File: config.mk
export PLATFORM = sky130hd
export DESIGN_NAME = dmem_arbiter
export DESIGN_NICKNAME = d
export VERILOG_FILES = /design/src/rtl/dmem_arbiter.sv
export SDC_FILE = /design/constraint.sdc
export NUM_CORES = 1
export LEC_CHECK = 0
export CAP_MARGIN = 20
export CORE_AREA = 2 2 126 128
export CTS_CLUSTER_SIZE = 12
export DETAILED_ROUTE_END_ITERATION = 16
export DIE_AREA = 0 0 128 130
export PLACE_DENSITY_LB_ADDON = 0.2
export SKIP_LAST_GASP = 1
export SLEW_MARGIN = 20
export SYNTH_ARGS = -nofsm -noshare
export SYNTH_HDL_FRONTEND = slang
export SYNTH_SLANG_ARGS = --single-unit
File: constraint.sdc
create_clock -name clk -period 2.3 [get_ports clk]
set_input_delay 0.575 -clock clk [delete_from_list [all_inputs] [get_ports clk]]
set_output_delay 0.575 -clock clk [all_outputs]
set_load 0.1 [all_outputs]
File: src/rtl/dmem_arbiter.sv
// dmem_arbiter: shares the single dmem port between the CPU LSU (m0) and a debug/loader master (m1)
// Ports:
//   clk, reset_n          clock and synchronous active-low reset
//   mN_req/address/write_enable/write_mode/write_data/read_mode   requester N inputs (N=0,1)
//   mN_gnt                request accepted this cycle (combinational)
//   mN_rvalid/mN_rdata    load response for the requester owning the inflight access
//   mem_*                 memory-side request (address, enables, modes, write data)
//   mem_read_data/mem_wait memory response data and busy (second half of unaligned access)
// Build option: define ARB_ROUND_ROBIN_EN for round-robin arbitration between m0 and m1;
//   left undefined, m0 has fixed priority over m1.
module dmem_arbiter #(
  parameter int ADDR_W = 32,
  parameter int DATA_W = 32
) (
  input  logic              clk,
  input  logic              reset_n,
  input  logic              m0_req,
  input  logic [ADDR_W-1:0] m0_address,
  input  logic              m0_write_enable,
  input  logic [2:0]        m0_write_mode,
  input  logic [DATA_W-1:0] m0_write_data,
  input  logic [2:0]        m0_read_mode,
  output logic              m0_gnt,
  output logic              m0_rvalid,
  output logic [DATA_W-1:0] m0_rdata,
  input  logic              m1_req,
  input  logic [ADDR_W-1:0] m1_address,
  input  logic              m1_write_enable,
  input  logic [2:0]        m1_write_mode,
  input  logic [DATA_W-1:0] m1_write_data,
  input  logic [2:0]        m1_read_mode,
  output logic              m1_gnt,
  output logic              m1_rvalid,
  output logic [DATA_W-1:0] m1_rdata,
  output logic [ADDR_W-1:0] mem_address,
  output logic              mem_enable,
  output logic              mem_write_enable,
  output logic              mem_read_enable,
  output logic [2:0]        mem_write_mode,
  output logic [2:0]        mem_read_mode,
  output logic [DATA_W-1:0] mem_write_data,
  input  logic [DATA_W-1:0] mem_read_data,
  input  logic              mem_wait
);
  typedef enum logic [1:0] {IDLE, RESP, STALL} state_t;
  state_t state;
  logic live, hold, acc, win, due, s_we;
  logic h_en, h_we, f_own, f_load;
  logic [ADDR_W-1:0] h_addr, s_addr;
  logic [2:0] h_wm, h_rm, s_wm, s_rm;
  logic [DATA_W-1:0] h_wd, s_wd;
  // A new request can only be taken when the memory is free and reset is released
  assign live = reset_n && !mem_wait;
  assign hold = reset_n && mem_wait;
`ifdef ARB_ROUND_ROBIN_EN
  logic prio;
  // prio=1 favours m1; it always points away from the most recent winner
  assign win = m1_req && (!m0_req || prio);
`else
  assign win = !m0_req;
`endif
  assign acc = live && (m0_req || m1_req);
  assign m0_gnt = acc && !win;
  assign m1_gnt = acc && win;
  assign s_addr = win ? m1_address : m0_address;
  assign s_we = win ? m1_write_enable : m0_write_enable;
  assign s_wm = win ? m1_write_mode : m0_write_mode;
  assign s_rm = win ? m1_read_mode : m0_read_mode;
  assign s_wd = win ? m1_write_data : m0_write_data;
  // While the memory is busy it must keep seeing the request it accepted
  always_comb begin
    mem_enable = hold ? h_en : acc;
    mem_write_enable = hold ? h_en && h_we : acc && s_we;
    mem_read_enable = hold ? h_en && !h_we : acc && !s_we;
    mem_address = hold ? h_addr : acc ? s_addr : '0;
    mem_write_mode = hold ? h_wm : acc ? s_wm : '0;
    mem_read_mode = hold ? h_rm : acc ? s_rm : '0;
    mem_write_data = hold ? h_wd : acc ? s_wd : '0;
  end
  // The inflight access answers in the first cycle the memory is not busy
  assign due = live && state != IDLE && f_load;
  assign m0_rvalid = due && !f_own;
  assign m1_rvalid = due && f_own;
  assign m0_rdata = m0_rvalid ? mem_read_data : '0;
  assign m1_rdata = m1_rvalid ? mem_read_data : '0;
  always_ff @(posedge clk) begin
    if (!reset_n) begin
      state <= IDLE;
      h_en <= 1'b0;
      h_we <= 1'b0;
      h_addr <= '0;
      h_wm <= '0;
      h_rm <= '0;
      h_wd <= '0;
      f_own <= 1'b0;
      f_load <= 1'b0;
`ifdef ARB_ROUND_ROBIN_EN
      prio <= 1'b0;
`endif
    end else begin
      state <= (mem_wait && state != IDLE) ? STALL : acc ? RESP : IDLE;
      if (!mem_wait) h_en <= acc;
      if (acc) begin
        h_we <= s_we;
        h_addr <= s_addr;
        h_wm <= s_wm;
        h_rm <= s_rm;
        h_wd <= s_wd;
        f_own <= win;
        f_load <= !s_we;
`ifdef ARB_ROUND_ROBIN_EN
        prio <= !win;
`endif
      end
    end
  end
endmodule
==> results.toml <==
[run_status]
status = "complete, but fails checks"
violations = "setup timing"

[timing]
fin_crit_ns = 2.35
finalMaxSlewViolations = 0
slew_headroom_pct = 67.0
tightest_slew_ns = 0.495
rsz0062_at_grt = "yes"
setup_viol = 107
fin_tns_setup_ns = -2.45
hold_viol = 0
fin_hold_ws_ns = 0.501
fin_skew_ns = 0.00430
fmax_mhz = 425
period_share_pct = 102
worst_slack_ns = -0.0537

[logic_synthesis]
async_reset_ff_share_pct = 0
synth_enable_flop_cells = 0
synth_area_leaders = "dfxtp_1 (31%), a211oi_2 (17%), mux2i_1 (14%)"
syn_area_um2 = 4940
yosysSeqAreaShare_pct = 30.8
yosys_most_used_dff = "dfxtp_1"
synth.top_cell.area_share_pct = 30.8
yosysWarnings = 0
ys_seq_elements = 76
syn_nets = 756
synth_common_cells = "dfxtp_1 (76), nand2_1 (73), o21ai_0 (73)"
synth_most_common_cell = "dfxtp_1"
synth_top_area_cell = "dfxtp_1"
ys_types = 25
netlist_instances = 577
syn_avg_cell_area_um2 = 8.55

[pwr]
p_per_area_nw_per_um2 = 417
cellLeakagePower_nw = 4.76
ir_worst_vdd_mv = 0.307

[run]
cap_violations = 0

[worst_setup_path]
critical_path_class = "in2out"
crit_required_ns = 1.73
r2r_slack_ns = 1.57
r2r_start = "h_wd[5]"
end_kind = "primary output"
critical_path.startpoint = "mem_wait"
critPathArrivalTime_ns = 1.78
critPathCapture = "m0_rdata[23]"
reg2regPathDepth = 2
start_kind = "primary input"
rr_endpoint = "h_wd[5]"
critPathMaxFanout = 8

[clocking]
h-tree-depth = 3
cts.sinks = 76
ctsHoldBuffers = 0
cts-root-buf = "clkbuf_16"
cts_made_buffers = 9
insertion_delay_ns = 0.33
clk_path_buf_depth = 2
clk_pin_slew_worst_paths_ns = 0.06
cts_tree = "built"

[grt]
grt_pass1_wl_mm = 34.4
first_global_vias = 6259
antenna_found_initial = 0
grt_max_degree = 48
grt-ovfl-total = 0
grt_usage_pct = 26.4

[final_layout]
diodes = 0
layout-drive-gt1-share_pct = 53.5
area_growth_pct = 150
nNetsFinal = 1151

[routing]
drt-pass1-iter-count = 5
viasPerCell = 5.17
drc = 0
drt_iter0_drc = 295
via_count = 6041
routed_wl_mm = 23.1
ant_nets = 0
wl_per_cell_um = 19.8

[die]
die_y_um = 130
dieArea_um2 = 16600
die_w_um = 128
start_util_pct = 32.0
core-area_um2 = 15400
row_count = 46
io_pins = 320

[place]
place_congestion = 0.819
dp_hpwl_mm = 16.7
io_buffers = 319

[hold_path]
hold_path_class = "reg2reg"
-- layer usage --
metal  part of all wire [%]  vias to the layer above  track usage (%)
met1                     37                     2906             29.2
met4                    3.0                        0             9.31
met5                      0                        -                0
met3                    5.7                       38             5.08
li1                       -                     2865                -
met2                     54                      232             50.5
-- cell usage in the layout (no fill, tap or decap), types with 2 or more instances in the layout --
cell	instances
o21ai_4	72
buf_6	7
dfxtp_1	76
buf_4	85
a211oi_2	69
and2_4	55
buf_16	12
clkbuf_16	13
nand2_1	72
mux2i_2	16
mux2i_4	3
and2_2	11
buf_12	155
inv_4	2
buf_8	4
clkinvlp_4	2
clkdlybuf4s50_1	174
a21oi_1	72
mux2i_1	52
-- repair_timing --
item	CTS	global route
pin swaps	29	38
endpoints found under the setup margin	141	140
resized for setup	49	23
gates cloned	9	5
setup buffers	11	1
-- stage by stage --
stage                     instances  setup slack (ns)  power, mW  cell area, µm²  util [%]
after floorplan                 577            -0.124       2.74            6040         -
after global placement         1129            -0.435       3.67           11500      74.2
after detailed placement       1129            -0.469       3.72           11500      74.2
after CTS                      1162           -0.0451       5.15           12200      79.0
after global routing           1168           -0.0925       5.33           12400      80.1
final                          1168           -0.0537       5.16           12400      80.1
-- state kept, by name, summed over array words and instances (netlist names) --
signal,flops
h_wd,32
h_en,1
f_load,1
h_addr,32
h_wm,3
h_we,1
state,2
f_own,1
h_rm,3
-- logic make-up after synthesis --
group / share of synthesized area (%)
DFF: 30.8
muxes: 14.4
buffers and inverters: 6.62
and+or+nand+nor: 15.6
AOI/OAI and AO/OA: 32.5
-- critical path, stage by stage --
cell	delay, ns
buf_8	0.10
nand2b_4	0.14
nor4b_4	0.28
buf_6	0.19
clkbuf_16	0.16
and2_4	0.16
buf_12	0.17
-- where the power goes --
group	internal, mW	switching [mW]	leakage (nW)
Clock	0.758	0.577	0.131
Combinational	1.07	1.30	4.01
Sequential	1.40	0.0476	0.625
-- final cells by class --
type | instances | area, µm²
repair buffers | 444 | 6100
multi-input cells | 439 | 4210
fillers | 862 | 3070
flip-flops and latches | 76 | 1520
well taps | 192 | 240
clock buffers | 10 | 239
clock inverters | 5 | 37.5
inverters | 2 | 12.5
-- worst min-delay path by stage --
stage,startpoint,to,slack (ns),depth (start not counted)
global placement,f_load,f_load,0.47,2
finish,f_load,f_load,0.50,2
CTS,f_load,f_load,0.51,2
floorplan,f_load,f_load,0.46,2
global route,f_load,f_load,0.54,2
detailed placement,f_load,f_load,0.49,2
Note: power is estimated with default switching activity, not from simulation.
